--- src/rtl/calc_pkg.sv ---
// Shared types and constants for the calculator result/digit path.
// check_ndig lets instantiating blocks reject digit counts too small for the value width.
package calc_pkg;

    typedef logic [3:0] digit_t;

    typedef enum logic [1:0] {
        IDLE  = 2'd0,
        CONV  = 2'd1,
        ALIGN = 2'd2,
        EMIT  = 2'd3
    } state_t;

    localparam digit_t DIGIT_MAX = 4'd9;

    function automatic bit check_ndig(input int width, input int ndig);
        logic [63:0] v_pow;
        v_pow = 64'd1;
        for (int i = 0; i < ndig; i++) begin
            v_pow = v_pow * 64'd10;
        end
        return (v_pow > ((64'd1 << width) - 64'd1));
    endfunction

endpackage

--- src/rtl/bcd_dabble_step.sv ---
// One double-dabble iteration: add-3 correction on every BCD nibble, then a
// left shift that brings the next binary bit in at the least significant end.
module bcd_dabble_step
    import calc_pkg::*;
#(
    parameter int NDIG = 5
) (
    input  logic [4*NDIG-1:0] i_bcd,
    input  logic              i_bit,
    output logic [4*NDIG-1:0] o_bcd
);

    logic [4*NDIG-1:0] w_adj;

    // Nibbles of 5 or more would become >= 10 after doubling, so pre-add 3
    always_comb begin
        w_adj = '0;
        for (int n = 0; n < NDIG; n++) begin
            if (i_bcd[4*n +: 4] >= 4'd5) begin
                w_adj[4*n +: 4] = i_bcd[4*n +: 4] + 4'd3;
            end else begin
                w_adj[4*n +: 4] = i_bcd[4*n +: 4];
            end
        end
    end

    assign o_bcd = {w_adj[4*NDIG-2:0], i_bit};

endmodule

--- src/rtl/result_digit_serializer.sv ---
// Converts an unsigned binary result to decimal digits (double-dabble) and emits
// them most significant first over a valid/ready link, skipping leading zeros.
module result_digit_serializer
    import calc_pkg::*;
#(
    parameter int WIDTH = 14,
    parameter int NDIG  = 5
) (
    input  logic             clk,
    input  logic             rst_n,
    input  logic             in_valid,
    output logic             in_ready,
    input  logic [WIDTH-1:0] in_valor,
    output logic             dig_valid,
    input  logic             dig_ready,
    output logic [3:0]       digito,
    output logic             dig_last,
    output logic             busy
);

    localparam int CW = $clog2(WIDTH + 1);
    localparam int IW = (NDIG > 1) ? $clog2(NDIG) : 1;

    generate
        if (!check_ndig(WIDTH, NDIG)) begin : g_ndig_bad
            $error("result_digit_serializer: NDIG too small to hold 2^WIDTH-1");
        end
    endgenerate

    state_t            r_state;
    logic [WIDTH-1:0]  r_shift;
    logic [4*NDIG-1:0] r_bcd;
    logic [CW-1:0]     r_cnt;
    logic [IW-1:0]     r_idx;
    logic              r_in_ready;
    logic              r_dig_valid;
    digit_t            r_digito;
    logic              r_dig_last;
    logic              r_busy;

    logic [4*NDIG-1:0] w_bcd_next;
    logic [IW-1:0]     w_msd;

    function automatic digit_t nibble_at(input logic [4*NDIG-1:0] bcd, input logic [IW-1:0] idx);
        return bcd[{idx, 2'b00} +: 4];
    endfunction

    bcd_dabble_step #(.NDIG(NDIG)) u_step (
        .i_bcd (r_bcd),
        .i_bit (r_shift[WIDTH-1]),
        .o_bcd (w_bcd_next)
    );

    // Position of the most significant nonzero nibble; 0 when the value is zero
    always_comb begin
        w_msd = '0;
        for (int i = 0; i < NDIG; i++) begin
            if (r_bcd[4*i +: 4] != 4'd0) begin
                w_msd = IW'(i);
            end else begin
                w_msd = w_msd;
            end
        end
    end

    // Control FSM with registered handshake and digit outputs
    always_ff @(posedge clk) begin
        if (!rst_n) begin
            r_state     <= IDLE;
            r_shift     <= '0;
            r_bcd       <= '0;
            r_cnt       <= '0;
            r_idx       <= '0;
            r_in_ready  <= 1'b1;
            r_dig_valid <= 1'b0;
            r_digito    <= 4'd0;
            r_dig_last  <= 1'b0;
            r_busy      <= 1'b0;
        end else begin
            case (r_state)
                IDLE: begin
                    if (in_valid && r_in_ready) begin
                        r_shift    <= in_valor;
                        r_bcd      <= '0;
                        r_cnt      <= CW'(WIDTH);
                        r_in_ready <= 1'b0;
                        r_busy     <= 1'b1;
                        r_state    <= CONV;
                    end
                end
                CONV: begin
                    r_bcd   <= w_bcd_next;
                    r_shift <= {r_shift[WIDTH-2:0], 1'b0};
                    r_cnt   <= r_cnt - CW'(1);
                    if (r_cnt == CW'(1)) begin
                        r_state <= ALIGN;
                    end
                end
                ALIGN: begin
                    r_idx       <= w_msd;
                    r_digito    <= nibble_at(r_bcd, w_msd);
                    r_dig_last  <= (w_msd == '0);
                    r_dig_valid <= 1'b1;
                    r_state     <= EMIT;
                end
                EMIT: begin
                    if (dig_ready) begin
                        if (r_idx == '0) begin
                            r_dig_valid <= 1'b0;
                            r_dig_last  <= 1'b0;
                            r_digito    <= 4'd0;
                            r_in_ready  <= 1'b1;
                            r_busy      <= 1'b0;
                            r_state     <= IDLE;
                        end else begin
                            r_idx      <= r_idx - IW'(1);
                            r_digito   <= nibble_at(r_bcd, r_idx - IW'(1));
                            r_dig_last <= (r_idx == IW'(1));
                        end
                    end
                end
                default: begin
                    r_state     <= IDLE;
                    r_in_ready  <= 1'b1;
                    r_dig_valid <= 1'b0;
                    r_dig_last  <= 1'b0;
                    r_digito    <= 4'd0;
                    r_busy      <= 1'b0;
                end
            endcase
        end
    end

    assign in_ready  = r_in_ready;
    assign dig_valid = r_dig_valid;
    assign digito    = r_digito;
    assign dig_last  = r_dig_last;
    assign busy      = r_busy;

endmodule

--- config.mk ---
export PLATFORM = sky130hd
export DESIGN_NAME = result_digit_serializer
export DESIGN_NICKNAME = d
export VERILOG_FILES = /design/src/rtl/calc_pkg.sv /design/src/rtl/bcd_dabble_step.sv /design/src/rtl/result_digit_serializer.sv
export SDC_FILE = /design/constraint.sdc
export NUM_CORES = 1
export LEC_CHECK = 0
export ABC_AREA = 0
export CORE_MARGIN = 2
export CORE_UTILIZATION = 54
export CTS_BUF_LIST = sky130_fd_sc_hd__clkbuf_8
export CTS_CLUSTER_DIAMETER = 30
export CTS_CLUSTER_SIZE = 25
export DETAILED_ROUTE_END_ITERATION = 8
export PLACE_DENSITY_LB_ADDON = 0.2
export SYNTH_ARGS = -nofsm -noshare
export SYNTH_HDL_FRONTEND = slang
export SYNTH_SLANG_ARGS = --single-unit
--- constraint.sdc ---
create_clock -name clk -period 2 [get_ports clk]
set_clock_uncertainty 0.05 [all_clocks]
set_input_delay 0.4 -clock clk [delete_from_list [all_inputs] [get_ports clk]]
set_output_delay 0.4 -clock clk [all_outputs]
set_load 0.1 [all_outputs]
==> metrics.log, run 1 <==
[metrics] data required time at the worst endpoint: 2.16 ns
[metrics] clock group share of total power: 0.141
[metrics] number of enable-type register cells in the synthesized netlist: 0
[metrics] final instance count without filler cells: 459
[metrics] number of antenna cells inserted: 0
[metrics] first drt pass iteration count: 4
[metrics] proportion of synthesized chip area in sequential cells: 0.344
[metrics] insertion delay of the later-clocked pin in the worst-skew pair: 0.30 ns
[metrics] Final Util: 0.679
[metrics] gp weighted congestion: 0.856
[metrics] remaining max-slew budget at the tightest pin: 0.731
[metrics] sequential cell area in the final layout: 1020 µm²
[metrics] layout cell share with drive strength beyond 1: 0.152
[metrics] full die area: 6100 µm²
[metrics] most common library cell in the layout ignoring fill and taps: dfxtp_1
[metrics] synthesized netlist cell count: 350
[metrics] data arrival time of the critical path: 2.05 ns
[metrics] main flop type after synthesis: dfxtp_1
[metrics] Synth Area per Inst: 8.47 µm²
[metrics] total routed wirelength: 6770 µm
[metrics] number of buffers and inverters on the critical path: 2
[metrics] status: completed
[metrics] proportion of power drawn by combinational gates: 0.526
[metrics] final critical path time including I/O delays and setup: 1.88 ns
[metrics] number of clock buffers inserted by TritonCTS: 5
[metrics] number of placement rows: 26
[metrics] count of clock tree sinks: 51
[metrics] fillers: 433
[metrics] number of nets in the synthesized netlist: 389
[metrics] Max stage delay on crit path: 0.41 ns
[metrics] via count of the first global-routing pass: 2543
[metrics] initial antenna violation count: 0
[metrics] netlist area before placement: 2970 µm²
[metrics] net total in the final layout: 428
[metrics] Max IR drop VDD: 0.730 mV
[metrics] final setup violation count: 0
[metrics] number of port buffers: 25
[metrics] Boundary Pins: 26
[metrics] crit path capture type: flip-flop
[metrics] initial cell density of the core: 0.570
[metrics] Synth cell types: 48
[metrics] Int Power: 2340 µW
[metrics] Chip Width: 78.1 µm
[metrics] Clock Tree Buf Depth: 2
[metrics] routed vias: 2645
[metrics] CP delay by family, top: simple AND/OR/NAND/NOR gates
[metrics] max-cap viol count: 0
[metrics] Multi-input gate area: 1810 µm²
[metrics] pwr/cell area: 1200 nW/µm²
[metrics] Initial DRC Count: 152
[metrics] register bit total from synthesis: 51
[metrics] maximum clock frequency: 0.531 GHz
[metrics] library cell used as clock root buffer: clkbuf_8
[metrics] worst setup margin: 0.115 ns
[metrics] Leak: 0.00143 µW
[metrics] Async S/R FF share, synth: 0
[metrics] Cell Chain, Critical Path: inv_1 -> ha_2 -> or3b_4 -> nor3_4 -> buf_4 -> and3_4 -> a311oi_1 -> nor3_1
[metrics] gr usage total: 0.238
[metrics] clock-pin slew reported for the worst setup and hold paths after clock tree synthesis: 0.09 ns
[metrics] crit path max-delay cell type: or3b_4
[metrics] post-detailed-route via-to-cell ratio: 5.76
[metrics] transition time at the pin with the least slew margin: 0.402 ns
[metrics] part of the total power dissipated in sequential elements: 0.333
[metrics] chip height: 78.1 µm
[metrics] crit path kind: reg2reg
[metrics] DRC errors left: 0
[metrics] commonest non-fill, non-tap cells in the layout: 49 x dfxtp_1, 41 x nor2_1, 34 x buf_4
[metrics] Net Sw Frac: 0.447
[metrics] WL per Instance: 14.7 µm
[metrics] period utilisation layout: 0.942
[metrics] largest net degree at the start of global routing: 28
[metrics] number of antenna-violating nets in the routed design: 0
[metrics] count of placed standard cells including taps: 451
[metrics] total core area: 5200 µm²
[metrics] power spent charging and discharging nets: 1890 µW
[metrics] count of H-tree levels built during CTS: 2
[metrics] critical path startpoint category: flip-flop
[metrics] worst min-delay path category: reg2reg
[metrics] Final Hold Fails: 0
[metrics] count of yosys warnings during synthesis: 0
[metrics] global route total overflow: 0
[metrics] hpwl dp: 5050 µm
[metrics] Post-Place Setup Slack: 0.0144 ns
[metrics] Area Overhead vs Synth: 19.2%
[metrics] setup_tns: 0 ns
[metrics] TritonCTS clock tree: built
[metrics] wire length of the first global-routing pass: 11800 µm
[metrics] maximum fanout along the worst path: 4
[metrics] Pins Over Slew Limit: 0
power by group through the flow:
| stage | clock network [µW] | registers (µW) | logic [µW] |
|---|---|---|---|
| finish | 597 | 1410 | 2230 |
| global route | 659 | 1440 | 2450 |
| CTS | 615 | 1410 | 2190 |
| detailed placement | 0 | 1430 | 2180 |
| global placement | 0 | 1420 | 2140 |
| floorplan | 0 | 1840 | 1170 |
synth_stat cells (2+ instances only):
| cell type | n | area, µm² |
|---|---|---|
| dfxtp_1 | 51 | 1020 |
| nor2_1 | 41 | 154 |
| o21ai_0 | 25 | 125 |
| a21oi_1 | 24 | 120 |
| ha_1 | 21 | 263 |
| inv_1 | 20 | 75.1 |
| nand2_1 | 20 | 75.1 |
| a22oi_1 | 18 | 135 |
| mux2i_1 | 15 | 150 |
| clkbuf_1 | 12 | 45.0 |
| nand2b_1 | 12 | 75.1 |
| a211oi_1 | 10 | 75.1 |
| nor3_1 | 9 | 45.0 |
| nand3_1 | 8 | 40.0 |
| buf_2 | 7 | 35.0 |
| a222oi_1 | 6 | 60.1 |
| xnor2_1 | 6 | 52.6 |
| a31oi_1 | 4 | 25.0 |
| nor3b_1 | 4 | 30.0 |
| mux4_2 | 3 | 67.6 |
| o21a_1 | 3 | 22.5 |
| a21o_1 | 2 | 15.0 |
| clkinv_1 | 2 | 7.51 |
| o211a_1 | 2 | 20.0 |
| o221ai_1 | 2 | 17.5 |
stage by stage:
step,power (µW),area [µm²],hold WS [ns]
2_1_floorplan,3000,2970,0.415
3_3_place_gp,3560,3400,0.399
3_5_place_dp,3610,3400,0.401
4_1_cts,4210,3490,0.413
5_1_grt,4540,3540,0.459
6_report,4230,3540,0.410
state kept, by name (all words and copies together), names as in the netlist:
signal and flops:
busy 1, dig_last 1, dig_valid 1, digito 4, in_ready 1, r_bcd 20, r_cnt 4, r_idx 3
r_shift 14, r_state 2
worst reg2reg max path, cell delays in order, from the launching register on:
cell,delay [ns]
dfxtp_1,0.32
inv_1,0.10
ha_2,0.20
or3b_4,0.41
nor3_4,0.12
buf_4,0.14
and3_4,0.18
a311oi_1,0.05
nor3_1,0.22
metal layers:
layer	wire, µm	GRT usage	part of all wire	vias up
met5	0	0	0	-
met2	3360	0.426	0.50	55
met3	264	0.0425	0.039	11
met1	3030	0.293	0.45	1244
met4	114	0.0702	0.017	0
li1	-	-	-	1335
kinds of logic (layout without fill, tap and decap cells):
| logic type | after synthesis | count (layout) | synth area share |
|---|---|---|---|
| AOI/OAI and AO/OA | 105 | 105 | 0.234 |
| xor gates and xnor gates | 7 | 7 | 0.0207 |
| adders and majority gates | 21 | 21 | 0.0886 |
| buffers and inverters | 42 | 81 | 0.0586 |
| DFF | 51 | 51 | 0.344 |
| muxes | 19 | 19 | 0.0823 |
| and+or+nand+nor | 105 | 105 | 0.172 |
what timing repair did:
item	in CTS	in global routing
gates resized for setup	0	9
hold buffers	0	0
setup buffers	0	1
endpoints found under the setup margin	0	25
worst paths after layout:
path / cells after the start / slack (ns) / endpoint / start
worst max-delay path: 8 / 0.12 / dig_last$_SDFFE_PN0P_ / r_bcd[8]$_SDFFE_PN0P_
worst min register to register: 2 / 0.41 / dig_valid$_SDFFE_PN0P_ / dig_valid$_SDFFE_PN0P_
worst min-delay path: 2 / 0.41 / dig_valid$_SDFFE_PN0P_ / dig_valid$_SDFFE_PN0P_
worst max register to register: 8 / 0.12 / dig_last$_SDFFE_PN0P_ / r_bcd[8]$_SDFFE_PN0P_
cell type report:
type                       instances  share of cell area
multi-input combinational        257               0.512
sequential                        51               0.289
timing repair buffer              52               0.126
tap                               70              0.0248
clock buffer                       6              0.0234
inverter                          22              0.0234
clock inverter                     1             0.00142
Power figures use the tool's default switching activity.
==> inputs of run 2 (changes only) <==
--- a/config.mk
+++ b/config.mk
@@ -7,4 +7,5 @@
 export LEC_CHECK = 0
 export ABC_AREA = 0
+export CORE_ASPECT_RATIO = 1.25
 export CORE_MARGIN = 2
 export CORE_UTILIZATION = 54
==> constraint.sdc (replaced) <==
create_clock -name clk -period 2 [get_ports clk]
set_clock_uncertainty 0.05 [all_clocks]
set_input_delay 0.5 -clock clk [delete_from_list [all_inputs] [get_ports clk]]
set_output_delay 0.5 -clock clk [all_outputs]
set_load 0.1 [all_outputs]
==> run 2 against run 1 <==
Compared with the run above:
- die area about the same
- worst hold slack better by 0.038 ns
- highest routed layer unchanged
- sequential share of layout area down 0.86 points
- largest cell class unchanged
==> metrics.log, run 2 (synthesis results as in run 1) <==
[metrics] status: completed
[metrics] final instance count without filler cells: 458
[metrics] full die area: 6100 µm²
[metrics] Final Hold Fails: 0
[metrics] post-detailed-route via-to-cell ratio: 5.93
[metrics] TritonCTS clock tree: built
[metrics] total core area: 5370 µm²
[metrics] number of clock buffers inserted by TritonCTS: 5
[metrics] period utilisation layout: 0.955
[metrics] maximum clock frequency: 0.524 GHz
[metrics] Pins Over Slew Limit: 0
[metrics] net total in the final layout: 432
[metrics] crit path kind: reg2reg
[metrics] Max IR drop VDD: 0.569 mV
[metrics] power spent charging and discharging nets: 1950 µW
[metrics] gr usage total: 0.231
[metrics] data arrival time of the critical path: 2.11 ns
[metrics] Int Power: 2460 µW
[metrics] Clock Tree Buf Depth: 2
[metrics] first drt pass iteration count: 6
[metrics] library cell used as clock root buffer: clkbuf_8
[metrics] critical path startpoint category: flip-flop
[metrics] maximum fanout along the worst path: 5
[metrics] number of antenna-violating nets in the routed design: 0
[metrics] via count of the first global-routing pass: 2638
[metrics] count of clock tree sinks: 51
[metrics] WL per Instance: 15.2 µm
[metrics] final critical path time including I/O delays and setup: 1.91 ns
[metrics] pwr/cell area: 1210 nW/µm²
[metrics] gp weighted congestion: 0.914
[metrics] max reg flops: 20
[metrics] largest net degree at the start of global routing: 34
[metrics] part of the total power dissipated in sequential elements: 0.327
[metrics] initial cell density of the core: 0.552
[metrics] wire length of the first global-routing pass: 11400 µm
[metrics] number of placement rows: 30
[metrics] Fin Hold WS: 0.447 ns
[metrics] biggest registers after layout: r_bcd: 20 flops, r_shift: 14 flops
[metrics] routed vias: 2714
[metrics] insertion delay of the later-clocked pin in the worst-skew pair: 0.31 ns
[metrics] max-cap viol count: 0
[metrics] clock group share of total power: 0.145
[metrics] worst setup margin: 0.0904 ns
[metrics] DRC errors left: 0
[metrics] count of placed standard cells including taps: 450
[metrics] clock-pin slew reported for the worst setup and hold paths after clock tree synthesis: 0.10 ns
[metrics] Boundary Pins: 26
[metrics] number of antenna cells inserted: 0
[metrics] setup repair after global routing missed its margin: no
[metrics] most common library cell in the layout ignoring fill and taps: dfxtp_1
[metrics] number of port buffers: 25
[metrics] initial antenna violation count: 0
[metrics] crit path capture type: flip-flop
[metrics] Net Sw Frac: 0.442
[metrics] total of hold buffers inserted after clock tree synthesis: 0
[metrics] global route total overflow: 0
[metrics] remaining max-slew budget at the tightest pin: 0.755
[metrics] layout cell share with drive strength beyond 1: 0.162
[metrics] chip height: 86.9 µm
[metrics] commonest non-fill, non-tap cells in the layout: 49 x dfxtp_1, 41 x nor2_1, 30 x buf_4
[metrics] total routed wirelength: 6970 µm
[metrics] hpwl dp: 5310 µm
[metrics] final setup violation count: 0
[metrics] Leak: 0.00146 µW
[metrics] transition time at the pin with the least slew margin: 0.367 ns
[metrics] Post-Place Setup Slack: -0.0151 ns
[metrics] count of H-tree levels built during CTS: 2
[metrics] Chip Width: 70.3 µm
[metrics] largest register by flop count: r_bcd
[metrics] Initial DRC Count: 182
[metrics] data required time at the worst endpoint: 2.20 ns
[metrics] proportion of power drawn by combinational gates: 0.528
[metrics] worst min-delay path category: reg2reg
[metrics] Area Overhead vs Synth: 22.9%
## run 2: cell types whose count changed in the layout (fill, tap and decap cells not counted), moves of 2 or more
cell / change
clkinv_4: +2
buf_12: +8
buf_4: -4
inv_2: +2
## run 2: stage by stage
stage / TNS, ns / area [µm²] / utilization / total power (µW)
global placement: 0 / 3530 / 0.659 / 3750
finish: 0 / 3640 / 0.679 / 4410
global route: 0 / 3640 / 0.679 / 4680
detailed placement: -0.0151 / 3530 / 0.659 / 3800
floorplan: 0 / 2970 / - / 3000
CTS: 0 / 3630 / 0.677 / 4440
## run 2: critical path: stages, from the launching register on
cell and delay, ns:
dfxtp_1 0.38, inv_1 0.09, ha_1 0.22, nor3b_1 0.33, nand2_1 0.19, or4_1 0.52
o211ai_2 0.07
## run 2: area by class of cell
| cell class | count | area (µm²) |
|---|---|---|
| multi-input cells | 257 | 1790 |
| fillers | 473 | 1720 |
| flip-flops and latches | 51 | 1020 |
| repair buffers | 56 | 576 |
| inverters | 22 | 82.6 |
| well taps | 64 | 80.1 |
| clock buffers | 5 | 68.8 |
| clock inverters | 3 | 28.8 |
## run 2: what timing repair did
| action | in CTS | in global routing |
|---|---|---|
| setup buffers | 0 | 0 |
| endpoints found under the setup margin | 0 | 7 |
| resized for setup | 0 | 6 |
| endpoints found under the hold margin | 0 | 0 |
## run 2: power groups by stage
stage / Clock (µW) / Sequential [µW] / Combinational [µW]
after global routing: 694 / 1470 / 2520
after global placement: 0 / 1460 / 2290
after CTS: 655 / 1440 / 2340
after detailed placement: 0 / 1470 / 2330
after floorplan: 0 / 1840 / 1170
final: 640 / 1440 / 2330
## run 2: layer usage
layer / track usage / part of all wire / up-vias
met5: 0 / 0 / -
met3: 0.0301 / 0.039 / 15
met1: 0.251 / 0.41 / 1284
met2: 0.440 / 0.54 / 70
met4: 0.108 / 0.018 / 0
li1: - / - / 1345
## run 2: worst paths after layout
| path | from | to | slack, ns | cells after the start |
|---|---|---|---|---|
| worst min register to register | r_shift[0]$_SDFFE_PN0P_ | r_shift[1]$_SDFFE_PN0P_ | 0.45 | 2 |
| worst max-delay path | r_bcd[16]$_SDFFE_PN0P_ | digito[0]$_SDFFE_PN0P_ | 0.09 | 6 |
| worst min-delay path | r_shift[0]$_SDFFE_PN0P_ | r_shift[1]$_SDFFE_PN0P_ | 0.45 | 2 |
| worst max register to register | r_bcd[16]$_SDFFE_PN0P_ | digito[0]$_SDFFE_PN0P_ | 0.09 | 6 |
==> inputs of run 3 (changes only) <==
Settings changed: MAX_ROUTING_LAYER set to met4.
==> run 3 against run 2 <==
Compared with the run above:
- global-route usage rose by 0.63 points
- sequential share of layout area barely moved
- fmax fell by 0.13%
- first-iteration DRC count rose by 1.1%
- non-clock buffer count did not move
- core utilization fell by 0.070 points
- critical path depth rose by 1
- sequential power barely moved
==> metrics.log, run 3 (synthesis results as in run 1) <==
[metrics] CP Launch Point: r_bcd[9]$_SDFFE_PN0P_
[metrics] transition time at the pin with the least slew margin: 0.361 ns
[metrics] period utilisation layout: 0.956
[metrics] proportion of power drawn by combinational gates: 0.528
[metrics] number of instances resized during post-cts repair: 0
[metrics] chip height: 86.9 µm
[metrics] total routed wirelength: 7020 µm
[metrics] Int Power: 2460 µW
[metrics] Worst R2R Path Depth: 7
[metrics] maximum fanout along the worst path: 4
[metrics] setup repair after global routing missed its margin: no
[metrics] number of antenna cells inserted: 0
[metrics] max-cap viol count: 0
[metrics] number of clock buffers inserted by TritonCTS: 5
[metrics] total of hold buffers inserted after clock tree synthesis: 0
[metrics] insertion delay of the later-clocked pin in the worst-skew pair: 0.31 ns
[metrics] initial cell density of the core: 0.552
[metrics] clock group share of total power: 0.146
[metrics] final setup violation count: 0
[metrics] most common library cell in the layout ignoring fill and taps: dfxtp_1
[metrics] status: completed
[metrics] data required time at the worst endpoint: 2.20 ns
[metrics] Final Hold Fails: 0
[metrics] maximum clock frequency: 0.523 GHz
[metrics] end of the worst register-to-register path: digito[0]$_SDFFE_PN0P_
[metrics] remaining max-slew budget at the tightest pin: 0.759
[metrics] area after detailed placement: 3530 µm²
[metrics] pwr/cell area: 1210 nW/µm²
[metrics] post-CTS repair timing setup buffer count: 0
[metrics] worst min-delay path category: reg2reg
[metrics] max reg flops: 20
[metrics] number of placement rows: 30
[metrics] commonest non-fill, non-tap cells in the layout: 50 x dfxtp_1, 41 x nor2_1, 30 x buf_4
[metrics] wire length of the first global-routing pass: 11400 µm
[metrics] crit path kind: reg2reg
[metrics] full die area: 6100 µm²
[metrics] fillers: 471
[metrics] total core area: 5370 µm²
[metrics] clock-pin slew reported for the worst setup and hold paths after clock tree synthesis: 0.11 ns
[metrics] critical path startpoint category: flip-flop
[metrics] Clock Tree Buf Depth: 2
[metrics] Max IR drop VDD: 0.567 mV
[metrics] crit path capture type: flip-flop
[metrics] layout cell share with drive strength beyond 1: 0.157
[metrics] TritonCTS clock tree: built
[metrics] setup_tns: 0 ns
[metrics] via count of the first global-routing pass: 2638
[metrics] number of antenna-violating nets in the routed design: 0
[metrics] Area Overhead vs Synth: 22.8%
[metrics] global route total overflow: 0
[metrics] WL per Instance: 15.3 µm
[metrics] finished layout cell area: 3640 µm²
[metrics] routed vias: 2689
[metrics] data arrival time of the critical path: 2.11 ns
[metrics] Initial DRC Count: 184
[metrics] worst flop-to-flop path startpoint: r_bcd[9]$_SDFFE_PN0P_
[metrics] post-detailed-route via-to-cell ratio: 5.87
[metrics] final critical path time including I/O delays and setup: 1.91 ns
[metrics] largest net degree at the start of global routing: 34
[metrics] gr usage total: 0.238
[metrics] initial antenna violation count: 0
[metrics] power spent charging and discharging nets: 1960 µW
[metrics] Final Util: 0.678
[metrics] biggest registers after layout: r_bcd: 20 flops, r_shift: 14 flops
[metrics] library cell used as clock root buffer: clkbuf_8
[metrics] part of the total power dissipated in sequential elements: 0.326
[metrics] hold-critical path depth: 2
[metrics] net total in the final layout: 432
[metrics] register-to-register setup slack: 0.09 ns
[metrics] Leak: 0.00146 µW
[metrics] endpoint of the most critical setup path: digito[0]$_SDFFE_PN0P_
[metrics] first drt pass iteration count: 6
[metrics] Pins Over Slew Limit: 0
[metrics] count of clock tree sinks: 51
[metrics] hpwl dp: 5310 µm
[metrics] largest register by flop count: r_bcd
[metrics] Boundary Pins: 26
[metrics] number of port buffers: 25
[metrics] gp weighted congestion: 0.930
[metrics] Net Sw Frac: 0.443
[metrics] count of H-tree levels built during CTS: 2
[metrics] Chip Width: 70.3 µm
[metrics] DRC errors left: 0
[run 3: power groups by stage]
stage                     Combinational (µW)  Clock (µW)  Sequential (µW)
after floorplan                         1170           0             1840
after global placement                  2290           0             1460
after detailed placement                2330           0             1470
after CTS                               2340         655             1440
after global routing                    2520         694             1470
final                                   2330         645             1440
[run 3: worst min-delay path by stage]
stage | startpoint | end | slack, ns
2_1_floorplan | r_shift[1]$_SDFFE_PN0P_ | r_shift[2]$_SDFFE_PN0P_ | 0.42
3_3_place_gp | r_shift[3]$_SDFFE_PN0P_ | r_shift[4]$_SDFFE_PN0P_ | 0.42
3_5_place_dp | r_shift[0]$_SDFFE_PN0P_ | r_shift[1]$_SDFFE_PN0P_ | 0.43
4_1_cts | dig_valid$_SDFFE_PN0P_ | dig_valid$_SDFFE_PN0P_ | 0.45
5_1_grt | r_shift[0]$_SDFFE_PN0P_ | r_shift[1]$_SDFFE_PN0P_ | 0.47
6_report | r_shift[0]$_SDFFE_PN0P_ | r_shift[1]$_SDFFE_PN0P_ | 0.45
[run 3: critical path: stages, from the launching register on]
cell      delay, ns
dfxtp_1        0.36
inv_1          0.09
ha_1           0.16
or3b_4         0.41
nand2_1        0.08
a21oi_1        0.07
or4_1          0.56
o211ai_2       0.08
[run 3: layout make-up]
| cell class | count | area, µm² | share of cell area |
|---|---|---|---|
| inverters | 22 | 82.6 | 0.0227 |
| multi-input cells | 257 | 1780 | 0.490 |
| repair buffers | 56 | 576 | 0.158 |
| well taps | 64 | 80.1 | 0.0220 |
| flip-flops and latches | 51 | 1020 | 0.281 |
| clock inverters | 3 | 28.8 | 0.00790 |
| clock buffers | 5 | 68.8 | 0.0189 |
[run 3: stage by stage]
| step | power, µW | worst slack, ns | instances | hold WS [ns] |
|---|---|---|---|---|
| 5_1_grt | 4680 | 0.00276 | 458 | 0.473 |
| 4_1_cts | 4440 | 0.0783 | 458 | 0.454 |
| 3_5_place_dp | 3800 | -0.0151 | 450 | 0.434 |
| 3_3_place_gp | 3750 | 0.0177 | 450 | 0.423 |
| 2_1_floorplan | 3000 | 0.0230 | 350 | 0.415 |
| 6_report | 4420 | 0.0879 | 458 | 0.446 |
[run 3: layer usage]
metal | vias up | wire length, µm | global-route usage
li1 | 1344 | - | -
met1 | 1261 | 2890 | 0.251
met2 | 72 | 3720 | 0.440
met3 | 12 | 287 | 0.0289
met4 | 0 | 121 | 0.108
met5 | - | 0 | -
